## config.mk

```make
export PLATFORM = sky130hd
export DESIGN_NAME = cache_ctrl_2way_flat
export DESIGN_NICKNAME = d
export VERILOG_FILES = /design/src/rtl/cache_ctrl_pkg.sv /design/src/rtl/cache_ctrl_2way_if.sv /design/src/rtl/mem_return_pipe.sv /design/src/rtl/cache_ctrl_2way.sv /design/src/flat_wrapper.sv
export SDC_FILE = /design/constraint.sdc
export NUM_CORES = 1
export LEC_CHECK = 0
export BUFFER_PORTS_ARGS = -buffer_cell sky130_fd_sc_hd__buf_4
export CAP_MARGIN = 30
export CORE_MARGIN = 2
export CORE_UTILIZATION = 45
export DETAILED_ROUTE_END_ITERATION = 16
export PLACE_DENSITY_LB_ADDON = 0.25
export SYNTH_ARGS = -nofsm -noshare
export SYNTH_HDL_FRONTEND = slang
export SYNTH_SLANG_ARGS = --single-unit
```

## constraint.sdc

```tcl
create_clock -name clk -period 3.55 [get_ports clk]
set_input_delay 1.065 -clock clk [delete_from_list [all_inputs] [get_ports clk]]
set_output_delay 1.065 -clock clk [all_outputs]
set_load 0.02 [all_outputs]
```

## src/rtl/cache_ctrl_pkg.sv

```systemverilog
// Shared types and helpers for the two-way cache controller: FSM states,
// way index type and the victim-way selection rule.
package cache_ctrl_pkg;

  typedef enum logic [2:0] {
    ST_IDLE  = 3'd0,
    ST_WB    = 3'd1,
    ST_FILL  = 3'd2,
    ST_RETRY = 3'd3,
    ST_ERR   = 3'd4
  } state_e;

  typedef logic way_idx_t;

  // An empty way is always preferred so a clean fill never evicts live data.
  function automatic way_idx_t pick_victim(input logic [1:0] valid, input way_idx_t victimway);
    if (!valid[0])      return 1'b0;
    else if (!valid[1]) return 1'b1;
    else                return victimway;
  endfunction

  function automatic logic [1:0] way_onehot(input way_idx_t w);
    return w ? 2'b10 : 2'b01;
  endfunction

endpackage

```

## src/rtl/cache_ctrl_2way_if.sv

```systemverilog
// Bundle of pipeline, cache-array and memory signals around the controller.
// The slave side is the controller; the master side is its environment.
interface cache_ctrl_2way_if #(parameter int WORDS = 4);
  localparam int OW = $clog2(WORDS);

  logic          rd;
  logic          wr;
  logic [1:0]    hit;
  logic [1:0]    valid;
  logic [1:0]    dirty;
  logic          cache_err;
  logic          mem_err;
  logic          mem_stall;
  logic [1:0]    way_en;
  logic          comp;
  logic          cache_wr;
  logic [OW-1:0] cache_word;
  logic          mem_rd;
  logic          mem_wr;
  logic [OW-1:0] mem_word;
  logic          use_victim_tag;
  logic          stall;
  logic          done;
  logic          cache_hit;
  logic          err;

  modport slave (
    input  rd, wr, hit, valid, dirty, cache_err, mem_err, mem_stall,
    output way_en, comp, cache_wr, cache_word, mem_rd, mem_wr, mem_word,
           use_victim_tag, stall, done, cache_hit, err
  );

  modport master (
    output rd, wr, hit, valid, dirty, cache_err, mem_err, mem_stall,
    input  way_en, comp, cache_wr, cache_word, mem_rd, mem_wr, mem_word,
           use_victim_tag, stall, done, cache_hit, err
  );
endinterface

```

## src/rtl/mem_return_pipe.sv

```systemverilog
// Tracks accepted memory reads through the fixed memory latency; a set bit
// leaving the last stage marks a returning data word.
module mem_return_pipe #(
  parameter int MEM_LAT = 2
) (
  input  logic clk,
  input  logic rst,
  input  logic flush_i,
  input  logic accept_i,
  output logic ret_valid_o
);

  logic [MEM_LAT-1:0] pipe_q, pipe_d;

  always_comb begin
    pipe_d    = pipe_q << 1;
    pipe_d[0] = accept_i;
    if (flush_i) pipe_d = '0;
  end

  always_ff @(posedge clk or posedge rst) begin
    if (rst) pipe_q <= '0;
    else     pipe_q <= pipe_d;
  end

  assign ret_valid_o = pipe_q[MEM_LAT-1];

endmodule

```

## src/rtl/cache_ctrl_2way.sv

```systemverilog
// Two-way set-associative write-back/write-allocate L1 controller. Line
// write-back and refill are sequenced by word counters instead of per-word states.
module cache_ctrl_2way
  import cache_ctrl_pkg::*;
#(
  parameter int WORDS   = 4,
  parameter int MEM_LAT = 2
) (
  input logic              clk,
  input logic              rst,
  cache_ctrl_2way_if.slave bus
);

  localparam int OW = $clog2(WORDS);
  localparam int CW = OW + 1;
  localparam logic [CW-1:0] LAST = CW'(WORDS - 1);
  localparam logic [CW-1:0] TERM = CW'(WORDS);

  state_e          state_q, state_d;
  logic [CW-1:0]   issue_cnt_q, issue_cnt_d;
  logic [CW-1:0]   ret_cnt_q, ret_cnt_d;
  way_idx_t        victimway_q, victimway_d;
  way_idx_t        vict_q, vict_d;
  logic            op_wr_q, op_wr_d;

  logic            req, any_err, rd_accept, ret_valid, flush;
  logic [1:0]      hit_vec;
  way_idx_t        vsel;

  logic [1:0]      way_en;
  logic            comp, cache_wr, mem_rd, mem_wr, use_vt, stall, done, cache_hit, err;
  logic [OW-1:0]   cache_word, mem_word;

  assign req       = bus.rd | bus.wr;
  assign any_err   = bus.cache_err | bus.mem_err;
  assign hit_vec   = bus.hit & bus.valid;
  assign vsel      = pick_victim(bus.valid, victimway_q);
  assign rd_accept = mem_rd & ~bus.mem_stall;
  assign flush     = (state_d == ST_ERR);

  mem_return_pipe #(.MEM_LAT(MEM_LAT)) u_ret (
    .clk        (clk),
    .rst        (rst),
    .flush_i    (flush),
    .accept_i   (rd_accept),
    .ret_valid_o(ret_valid)
  );

  always_comb begin
    state_d     = state_q;
    issue_cnt_d = issue_cnt_q;
    ret_cnt_d   = ret_cnt_q;
    vict_d      = vict_q;
    op_wr_d     = op_wr_q;
    way_en      = 2'b00;
    comp        = 1'b1;
    cache_wr    = 1'b0;
    cache_word  = '0;
    mem_rd      = 1'b0;
    mem_wr      = 1'b0;
    mem_word    = '0;
    use_vt      = 1'b0;
    stall       = 1'b0;
    done        = 1'b0;
    cache_hit   = 1'b0;
    err         = 1'b0;

    unique case (state_q)
      ST_IDLE: begin
        if (req) begin
          way_en = 2'b11;
          if (any_err) begin
            stall   = 1'b1;
            state_d = ST_ERR;
          end else if (|hit_vec) begin
            done      = 1'b1;
            cache_hit = 1'b1;
            way_en    = hit_vec[0] ? 2'b01 : 2'b10;
            cache_wr  = bus.wr;
          end else begin
            stall       = 1'b1;
            op_wr_d     = bus.wr;
            vict_d      = vsel;
            issue_cnt_d = '0;
            ret_cnt_d   = '0;
            state_d     = (bus.valid[vsel] & bus.dirty[vsel]) ? ST_WB : ST_FILL;
          end
        end
      end

      ST_WB: begin
        comp       = 1'b0;
        way_en     = way_onehot(vict_q);
        use_vt     = 1'b1;
        mem_wr     = 1'b1;
        stall      = 1'b1;
        cache_word = issue_cnt_q[OW-1:0];
        mem_word   = issue_cnt_q[OW-1:0];
        if (!bus.mem_stall) begin
          if (issue_cnt_q == LAST) begin
            issue_cnt_d = '0;
            state_d     = ST_FILL;
          end else begin
            issue_cnt_d = issue_cnt_q + 1'b1;
          end
        end
      end

      ST_FILL: begin
        stall = 1'b1;
        if (issue_cnt_q < TERM) begin
          mem_rd   = 1'b1;
          mem_word = issue_cnt_q[OW-1:0];
          if (!bus.mem_stall) issue_cnt_d = issue_cnt_q + 1'b1;
        end
        // A return arriving alongside an error is dropped: the line is being abandoned.
        if (ret_valid && !any_err) begin
          cache_wr   = 1'b1;
          comp       = 1'b0;
          way_en     = way_onehot(vict_q);
          cache_word = ret_cnt_q[OW-1:0];
          if (ret_cnt_q == LAST) begin
            issue_cnt_d = '0;
            ret_cnt_d   = '0;
            state_d     = ST_RETRY;
          end else begin
            ret_cnt_d = ret_cnt_q + 1'b1;
          end
        end
      end

      ST_RETRY: begin
        way_en   = way_onehot(vict_q);
        cache_wr = op_wr_q;
        done     = 1'b1;
        state_d  = ST_IDLE;
      end

      ST_ERR: begin
        err         = 1'b1;
        done        = 1'b1;
        stall       = 1'b1;
        issue_cnt_d = '0;
        ret_cnt_d   = '0;
        state_d     = ST_IDLE;
      end

      default: state_d = ST_IDLE;
    endcase

    if (state_q != ST_IDLE && state_q != ST_ERR && any_err) begin
      issue_cnt_d = '0;
      ret_cnt_d   = '0;
      state_d     = ST_ERR;
    end
  end

  assign victimway_d = victimway_q ^ done;

  always_ff @(posedge clk or posedge rst) begin
    if (rst) begin
      state_q     <= ST_IDLE;
      issue_cnt_q <= '0;
      ret_cnt_q   <= '0;
      victimway_q <= 1'b0;
      vict_q      <= 1'b0;
      op_wr_q     <= 1'b0;
    end else begin
      state_q     <= state_d;
      issue_cnt_q <= issue_cnt_d;
      ret_cnt_q   <= ret_cnt_d;
      victimway_q <= victimway_d;
      vict_q      <= vict_d;
      op_wr_q     <= op_wr_d;
    end
  end

  assign bus.way_en         = way_en;
  assign bus.comp           = comp;
  assign bus.cache_wr       = cache_wr;
  assign bus.cache_word     = cache_word;
  assign bus.mem_rd         = mem_rd;
  assign bus.mem_wr         = mem_wr;
  assign bus.mem_word       = mem_word;
  assign bus.use_victim_tag = use_vt;
  assign bus.stall          = stall;
  assign bus.done           = done;
  assign bus.cache_hit      = cache_hit;
  assign bus.err            = err;

endmodule
```

## src/flat_wrapper.sv

```systemverilog
// flat-port wrapper written by rule: the top's interface ports become plain ports
module cache_ctrl_2way_flat import cache_ctrl_pkg::*;
#(
  parameter int WORDS   = 4,
  parameter int MEM_LAT = 2
)
  (clk, rst, bus_rd, bus_wr, bus_hit, bus_valid, bus_dirty, bus_cache_err, bus_mem_err, bus_mem_stall, bus_way_en, bus_comp, bus_cache_wr, bus_cache_word, bus_mem_rd, bus_mem_wr, bus_mem_word, bus_use_victim_tag, bus_stall, bus_done, bus_cache_hit, bus_err);
  cache_ctrl_2way_if #(.WORDS(WORDS)) bus_i ();
  input logic clk;
  input logic rst;
  input wire logic [$bits(bus_i.rd)-1:0] bus_rd;
  input wire logic [$bits(bus_i.wr)-1:0] bus_wr;
  input wire logic [$bits(bus_i.hit)-1:0] bus_hit;
  input wire logic [$bits(bus_i.valid)-1:0] bus_valid;
  input wire logic [$bits(bus_i.dirty)-1:0] bus_dirty;
  input wire logic [$bits(bus_i.cache_err)-1:0] bus_cache_err;
  input wire logic [$bits(bus_i.mem_err)-1:0] bus_mem_err;
  input wire logic [$bits(bus_i.mem_stall)-1:0] bus_mem_stall;
  output wire logic [$bits(bus_i.way_en)-1:0] bus_way_en;
  output wire logic [$bits(bus_i.comp)-1:0] bus_comp;
  output wire logic [$bits(bus_i.cache_wr)-1:0] bus_cache_wr;
  output wire logic [$bits(bus_i.cache_word)-1:0] bus_cache_word;
  output wire logic [$bits(bus_i.mem_rd)-1:0] bus_mem_rd;
  output wire logic [$bits(bus_i.mem_wr)-1:0] bus_mem_wr;
  output wire logic [$bits(bus_i.mem_word)-1:0] bus_mem_word;
  output wire logic [$bits(bus_i.use_victim_tag)-1:0] bus_use_victim_tag;
  output wire logic [$bits(bus_i.stall)-1:0] bus_stall;
  output wire logic [$bits(bus_i.done)-1:0] bus_done;
  output wire logic [$bits(bus_i.cache_hit)-1:0] bus_cache_hit;
  output wire logic [$bits(bus_i.err)-1:0] bus_err;
  assign bus_i.rd = bus_rd;
  assign bus_i.wr = bus_wr;
  assign bus_i.hit = bus_hit;
  assign bus_i.valid = bus_valid;
  assign bus_i.dirty = bus_dirty;
  assign bus_i.cache_err = bus_cache_err;
  assign bus_i.mem_err = bus_mem_err;
  assign bus_i.mem_stall = bus_mem_stall;
  assign bus_way_en = bus_i.way_en;
  assign bus_comp = bus_i.comp;
  assign bus_cache_wr = bus_i.cache_wr;
  assign bus_cache_word = bus_i.cache_word;
  assign bus_mem_rd = bus_i.mem_rd;
  assign bus_mem_wr = bus_i.mem_wr;
  assign bus_mem_word = bus_i.mem_word;
  assign bus_use_victim_tag = bus_i.use_victim_tag;
  assign bus_stall = bus_i.stall;
  assign bus_done = bus_i.done;
  assign bus_cache_hit = bus_i.cache_hit;
  assign bus_err = bus_i.err;
  cache_ctrl_2way #(.WORDS(WORDS), .MEM_LAT(MEM_LAT)) u_core (.clk(clk), .rst(rst), .bus(bus_i));
endmodule
```

; ---- After elaboration in Yosys (flattened, before gate mapping)
; Index checks and enable logic that the tools add are counted.
[totals]
regBits = 14
input_bits = 13
word_cells = 111
[classes]
addsub = 2
magnitude_cmp = 2
eq_ne = 13
n_mux = 63
bitwise = 9
n_reduce_logical = 15
[op_table]
columns = cell, n
row1 = 2-to-1 mux 3 bit, 21
row2 = 2-to-1 mux 1 bit, 22
row3 = 2-to-1 mux 2 bit, 10
row4 = one-hot mux 3 bit (3 select lines), 2
row5 = equality test 3 x 2 -> 1 bit (second input constant), 4
row6 = one-hot mux 3 bit (4 select lines), 1
row7 = AND reduction 5 bit, 2
row8 = != test 3 bit (second input constant), 3
row9 = one-hot mux 2 bit (2 select lines), 2
row10 = adder 3 x 1 -> 3 bit (second input constant), 2
row11 = equality test 3 bit (second input constant), 2
row12 = != test 3 x 1 -> 1 bit (second input constant), 2
row13 = one-hot mux 1 bit (2 select lines), 3
row14 = one-hot mux 2 bit (3 select lines), 1
row15 = OR reduction 2 bit, 3
row16 = nonzero test 5 bit, 1
row17 = AND reduction 4 bit, 1
row18 = nonzero test 4 bit, 1
row19 = equality test 3 x 1 -> 1 bit (second input constant), 1
row20 = logical AND 1 bit, 3
row21 = zero test 3 bit, 1
row22 = < comparator 3 bit (second input constant), 1
row23 = != test 3 x 2 -> 1 bit (second input constant), 1
row24 = inverter 1 bit, 3
row25 = other kinds (9), 11

; ---- Longest topological paths before layout
; Gate-level depths: netlist of the first run.
[depth]
ltp_word = 13
ltp_mapped = 6
depth_no_buf = 6

; ---- Cells and area by module
; Synthesis of the first run repeated with hierarchy kept, for this count alone.
[hier_totals]
hier_cells = 125
hier_area_um2 = 1086.0
[modules_own_cells]
columns = module, instances, cells_each, area_per_inst_um2
row1 = cache_ctrl_2way, 1, 120, 1019.7
row2 = mem_return_pipe, 1, 5, 66.3

; ---- Worst setup path before layout of the first run
; Ideal clock, no wire load.
[synth_path]
path_kind = in2out
from = input bus_mem_err
to = output bus_way_en[0]
t_arrival_ns = 2.022
slack_ns = 0.463
cell_stages = 4
n_path_buf = 0
path_cell_list = nor3b_1 > and2_1 > nor2_1 > o22ai_1
[synth_between]
elab_chain_cells = 5
word_cells_on_any_way = 7
cone_classes = 4 x mux / 1 x bitwise / 2 x reduce/logical
[synth_lines]
columns = item, line
row1 = from (decl), flat_wrapper.sv:17  ; input wire logic [$bits(bus_i.mem_err)-1:0] bus_mem_err;
row2 = bitwise OR 1 bit (*), cache_ctrl_2way.sv:35  ; assign any_err = bus.cache_err | bus.mem_err;
row3 = zero test 1 bit, cache_ctrl_2way.sv:117  ; if (ret_valid && !any_err) begin
row4 = logical AND 1 bit, cache_ctrl_2way.sv:117
row5 = 2-to-1 mux 2 bit, cache_ctrl_2way.sv:117
row6 = one-hot mux 2 bit (3 select lines) (*), cache_ctrl_2way.sv:68  ; unique case (state_q)
row7 = to (decl), flat_wrapper.sv:19  ; output wire logic [$bits(bus_i.way_en)-1:0] bus_way_en;
; Mark *: on every way between the ends. The rest lies on a longest branch, timed or not.

; ---- Worst setup path in the final report of the first run
[layout_path]
from = input bus_mem_err
to = output bus_way_en[1]
; The elaborated chain is that of the path after synthesis.

==> results_dict.tcl, run 1 <==
set metrics [dict create \
    max_cap_viol_count 0 \
    synth_top_area_share_pct 33.06 \
    ys_ff_latch 14 \
    cts_setup_buffers 0 \
    slowest_delay_ns 0.38 \
    relSlewSlack_pct 60.83 \
    syn_avg_cell_area_um2 8.981 \
    grt_pass1_vias 969 \
    drt_first_pass_iters 4 \
    critPathCaptureType "output pin" \
    grt_max_degree 15 \
    synthTopCellsByArea "dfrtp_1, ha_1, nor2_1" \
    clkPwrFrac_pct 20.4 \
    antenna_found_initial 0 \
    crit_arrival_ns 2.29 \
    cts_hold_buf 0 \
    synth-async-reset-ratio_pct 100.0 \
    yosys_warnings 0 \
    grt_pass1_wl_mm 4.567 \
    slew_viol_final 0 \
    insertion_delay_ns 0.30 \
    nets 164 \
    path_buf_inv 2 \
    internal_power_uw 355.8 \
    grt_usage_pct 22.76 \
    port_buffers 27 \
    place.gp.congestion 0.8731 \
    clockRootBuffer "clkbuf_4" \
    drive_gt1_share_pct 28.08 \
    cts_tree "built" \
    pre_cts_ws_ns 0.2518 \
    syn_nets 135 \
    seqPwrFrac_pct 37.6 \
    vias 1021 \
    antenna_cells 0 \
    crit_path_max_fanout 5 \
    cpMaxStageDelayCell "nor3b_1" \
    clkTransAtPathRegs_ns 0.08 \
    ir_drop_v 0.0003357 \
    start_util_pct 47.91 \
    synthToLayoutAreaGrowth_pct 24.56 \
    max_slew.worst_pin.slew_ns 0.5849 \
    reg2reg_slack_ns 1.59 \
    netlist_area_um2 1060 \
    layout_setup_ws_ns 0.1917 \
    routed_wl_mm 2.629 \
    p_leak_nw 0.6052 \
    cts.sinks 14 \
    worstPathCellList "buf_4 -> nor3b_1 -> and2_1 -> nor2_1 -> o22ai_1 -> buf_4" \
    final_cells 174 \
    yosysTopAreaCell "dfrtp_1" \
    cts_max_path_buffers 2 \
    skew_ns 0.01382 \
    p_comb_share_pct 42.0 \
    period_minus_slack_ns 3.358 \
    critPathKind "input port to output pin" \
    crit_family "simple AND/OR/NAND/NOR gates" \
    yosysUniqueCellTypes 46 \
    pin_count 28 \
    powerDensity_nw_per_um2 447.0 \
    drt-initial-drc-count 31 \
    critPathRequiredTime_ns 2.48 \
    rsz0062_at_grt "no" \
    die_x_um 52.53 \
    fp.dieH_um 52.53 \
    hold_viol 0 \
    synthCells 118 \
    ant_nets 0 \
    cts_resized 0 \
    setup_viol 0 \
    dp_hpwl_mm 1.994 \
    fmax_ghz 0.2978 \
    fin_crit_sh_pct 94.60 \
    vias_per_cell 5.868 \
    cts_buffers 3 \
    p_sw_uw 234.3 \
    tns_ns 0 \
    overflow 0 \
    sw_frac_of_total_pct 39.71 \
    crit_top_cell "buf_4" \
    worstSetupStartpointType "input port" \
    placedCellCount 170 \
    hp-class "register to register" \
    yosysSeqAreaShare_pct 33.06 \
    synthFlopType "dfrtp_1" \
    status "finished clean" \
    drc 0 \
    wl_per_cell_um 15.11 \
    die_area_um2 2759 \
    rows 17 \
    placeableCoreArea_um2 2212 \
    synth_edf_count 0 \
    htreeDepth 1 \
]
## synth_stat cells, drive strengths merged, types with 2 or more instances
master / count
a22o: 2
a21oi: 5
buf: 4
nor3b: 4
nor2: 12
o22ai: 3
mux2: 4
and3: 2
and2: 4
nand3: 3
o2bb2ai: 2
dfrtp: 14
o21ai: 11
ha: 4
nor3: 2
nor4: 2
inv: 6
nand3b: 2
nand2b: 3
nand2: 6
nor2b: 5
o21a: 2
## registers in the layout (all words and copies together) (netlist names)
register,flops
u_core.issue_cnt_q,3
u_core.u_ret.pipe_q,2
u_core.op_wr_q,1
u_core.ret_cnt_q,3
u_core.state_q,3
u_core.vict_q,1
u_core.victimway_q,1
## logic make-up after synthesis
| logic type | count (synthesis) | synth area share, % |
|---|---|---|
| AO/OA/AOI/OAI | 35 | 24.32 |
| AND/OR/NAND/NOR | 49 | 27.86 |
| adder cells (fa/ha/maj) | 4 | 4.723 |
| flip-flops | 14 | 33.06 |
| XOR/XNOR | 2 | 1.653 |
| buffers and inverters | 10 | 4.132 |
| multiplexers | 4 | 4.250 |
## layer usage
| metal | global-route usage [%] | up-vias | share of wire, % |
|---|---|---|---|
| li1 | - | 492 | - |
| met1 | 31.66 | 483 | 46 |
| met2 | 34.38 | 35 | 47 |
| met3 | 5.429 | 11 | 5.2 |
| met4 | 7.692 | 0 | 1.9 |
| met5 | 0 | - | 0 |
## cells in the final DEF (no fill, tap or decap), types with 3 or more instances in the layout
cell      count
a21oi_1       5
and2_1        4
buf_4        28
clkbuf_4      3
dfrtp_1      14
ha_1          4
inv_1         6
mux2_1        3
nand2_1       6
nand2b_1      3
nand3_1       3
nor2_1       12
nor2b_1       5
o21ai_0       4
o21ai_1       6
o22ai_1       3
## worst reg2reg max path, stage by stage, from the launching register on
cell     delay (ns)
dfrtp_1        0.54
or3_1          0.49
nor4_4         0.44
mux2_1         0.37
## final cells by class
| class | count | area [um2] |
|---|---|---|
| fill | 201 | 892.1 |
| multi-input combinational | 94 | 665.6 |
| sequential | 14 | 350.3 |
| timing repair buffer | 28 | 210.2 |
| clock buffer | 4 | 36.28 |
| tap | 28 | 35.03 |
| inverter | 6 | 22.52 |
## metrics by stage
| step | util, % | instance area [um2] | hold slack [ns] | power, mW |
|---|---|---|---|---|
| 2_1_floorplan | - | 1060 | 0.4481 | 0.3857 |
| 3_3_place_gp | 58.03 | 1284 | 0.4560 | 0.4692 |
| 3_5_place_dp | 58.03 | 1284 | 0.4749 | 0.4711 |
| 4_1_cts | 59.67 | 1320 | 0.4966 | 0.5938 |
| 5_1_grt | 59.67 | 1320 | 0.5281 | 0.6317 |
| 6_report | 59.67 | 1320 | 0.4978 | 0.5901 |
## worst paths after layout
path / start / cells after the start / to
setup / recovery: bus_mem_err / 6 / bus_way_en[1]
hold / removal: u_core.ret_cnt_q[2]$_DFFE_PP0P_ / 1 / u_core.ret_cnt_q[2]$_DFFE_PP0P_
setup reg to reg: u_core.state_q[1]$_DFF_PP0_ / 3 / u_core.op_wr_q$_DFFE_PP0P_
hold reg to reg: u_core.ret_cnt_q[2]$_DFFE_PP0P_ / 1 / u_core.ret_cnt_q[2]$_DFFE_PP0P_
max in group asynchronous: rst / 2 / u_core.issue_cnt_q[0]$_DFFE_PP0P_
min in group asynchronous: rst / 2 / u_core.u_ret.pipe_q[0]$_DFF_PP0_
## power by group through the flow
stage,Combinational (mW),Sequential (mW),Clock (mW)
global route,0.272,0.226,0.133
detailed placement,0.247,0.224,0
finish,0.248,0.222,0.120
global placement,0.247,0.222,0
floorplan,0.184,0.202,0
CTS,0.249,0.220,0.125
No activity file was read; power rests on OpenSTA's default activity.
==> inputs of run 2 (changes only) <==
Settings changed: PLACE_DENSITY from default to 0.71, PLACE_DENSITY_LB_ADDON 0.25 to default.
==> run 2 against run 1 <==
Compared with the run above:
- clock skew shrank 0.012 ns
- highest routed layer unchanged
- largest cell class unchanged
- critical endpoint unchanged
- flip-flop and latch count is the same
- count of clock-buffer cells in the layout unchanged
- worst hold slack lost 0.019 ns
- largest power group unchanged
- global-route usage shrank 1.7 points
==> results_dict.tcl, run 2 (same netlist as run 1, synthesis figures left out) <==
set metrics [dict create \
    vias_per_cell 5.799 \
    powerDensity_nw_per_um2 444.5 \
    slowest_delay_ns 0.34 \
    drive_gt1_share_pct 28.08 \
    fillers 210 \
    critPathCaptureType "output pin" \
    vias 1009 \
    critPathKind "input port to output pin" \
    grt_pass1_wl_mm 4.264 \
    drt-initial-drc-count 29 \
    fmax_ghz 0.2998 \
    drc 0 \
    cpMaxStageDelayCell "nor3b_1" \
    hold_viol 0 \
    slew_viol_final 0 \
    overflow 0 \
    r2r_cells 3 \
    tns_ns 0 \
    critPathRequiredTime_ns 2.48 \
    drt_first_pass_iters 5 \
    skew_ns 0.001685 \
    port_buffers 27 \
    routed_wl_mm 2.570 \
    max_slew.worst_pin.slew_ns 0.5974 \
    die_x_um 52.53 \
    placeableCoreArea_um2 2212 \
    fp.dieH_um 52.53 \
    final_cell_mix "buf_4, dfrtp_1, nor2_1" \
    antenna_cells 0 \
    p_leak_nw 0.6052 \
    worstPathCellList "buf_4 -> nor3b_1 -> and2_1 -> nor2_1 -> o22ai_1 -> buf_4" \
    grt_pass1_vias 930 \
    pin_count 28 \
    worstSetupStartpointType "input port" \
    hp-class "register to register" \
    start_util_pct 47.91 \
    status "finished clean" \
    relSlewSlack_pct 60.00 \
    antenna_found_initial 0 \
    ir_drop_v 0.0003638 \
    pre_cts_ws_ns 0.2060 \
    final_common_cell "buf_4" \
    nets 164 \
    rsz0062_at_grt "no" \
    placed_area_um2 1284 \
    cts_resized 0 \
    power_uw 586.7 \
    fin_crit_sh_pct 93.95 \
    crit_path_max_fanout 5 \
    crit_arrival_ns 2.27 \
    cts_tree "built" \
    reg_top3 "u_core.issue_cnt_q (3), u_core.ret_cnt_q (3), u_core.state_q (3)" \
    final_cells 174 \
    dp_hpwl_mm 2.014 \
    cts.sinks 14 \
    grt_max_degree 15 \
    wl_per_cell_um 14.77 \
    postLayoutCellArea_um2 1320 \
    place.gp.congestion 0.8870 \
    period_minus_slack_ns 3.335 \
    placedCellCount 170 \
    hold_path_depth 2 \
    insertion_delay_ns 0.28 \
    max_cap_viol_count 0 \
    synthToLayoutAreaGrowth_pct 24.56 \
    grt_usage_pct 21.07 \
    cts_setup_buffers 0 \
    die_area_um2 2759 \
    layout_setup_ws_ns 0.2148 \
    ant_nets 0 \
    cts_hold_buf 0 \
    clkTransAtPathRegs_ns 0.08 \
    crit_top_cell "buf_4" \
    rows 17 \
    setup_viol 0 \
    htreeDepth 1 \
    clockRootBuffer "clkbuf_4" \
    cts_buffers 3 \
    cts_max_path_buffers 2 \
]
-- run 2: cell counts in the layout (fill, tap and decap cells not counted) --
No cell type changed its count.
-- run 2: path summary, 6_finish.rpt --
path	end	start	slack, ns
hold / removal	u_core.u_ret.pipe_q[1]$_DFF_PP0_	u_core.u_ret.pipe_q[0]$_DFF_PP0_	0.48
setup reg to reg	u_core.op_wr_q$_DFFE_PP0P_	u_core.state_q[1]$_DFF_PP0_	1.61
hold reg to reg	u_core.u_ret.pipe_q[1]$_DFF_PP0_	u_core.u_ret.pipe_q[0]$_DFF_PP0_	0.48
min in group asynchronous	u_core.state_q[1]$_DFF_PP0_	rst	0.81
setup / recovery	bus_way_en[1]	bus_mem_err	0.21
max in group asynchronous	u_core.ret_cnt_q[2]$_DFFE_PP0P_	rst	2.40
-- run 2: power by group --
part | internal (mW) | switching [mW] | leakage (nW)
Sequential | 0.185 | 0.0362 | 0.188
Clock | 0.0625 | 0.0534 | 0.0210
Combinational | 0.108 | 0.142 | 0.396
-- run 2: cell type report --
type | count | area (um2) | area share, %
flip-flops and latches | 14 | 350.3 | 26.54
clock buffers | 4 | 36.28 | 2.749
multi-input cells | 94 | 665.6 | 50.43
inverters | 6 | 22.52 | 1.706
repair buffers | 28 | 210.2 | 15.92
well taps | 28 | 35.03 | 2.654
-- run 2: layer usage --
metal	track usage [%]	wire, um
met3	2.571	150
met5	0	0
met4	6.410	14
met1	28.65	1150
met2	34.79	1255
-- run 2: stage by stage --
step / utilization [%] / hold slack [ns]
CTS: 59.67 / 0.4807
floorplan: - / 0.4481
finish: 59.67 / 0.4793
global route: 59.67 / 0.5059
global placement: 58.03 / 0.4680
detailed placement: 58.03 / 0.4673
-- run 2: worst max-delay path: cells and delay by family --
family | cells | cell delay [ns]
AND/OR/NAND/NOR | 3 | 0.74
AO/OA/AOI/OAI | 1 | 0.17
buffers and inverters | 2 | 0.30
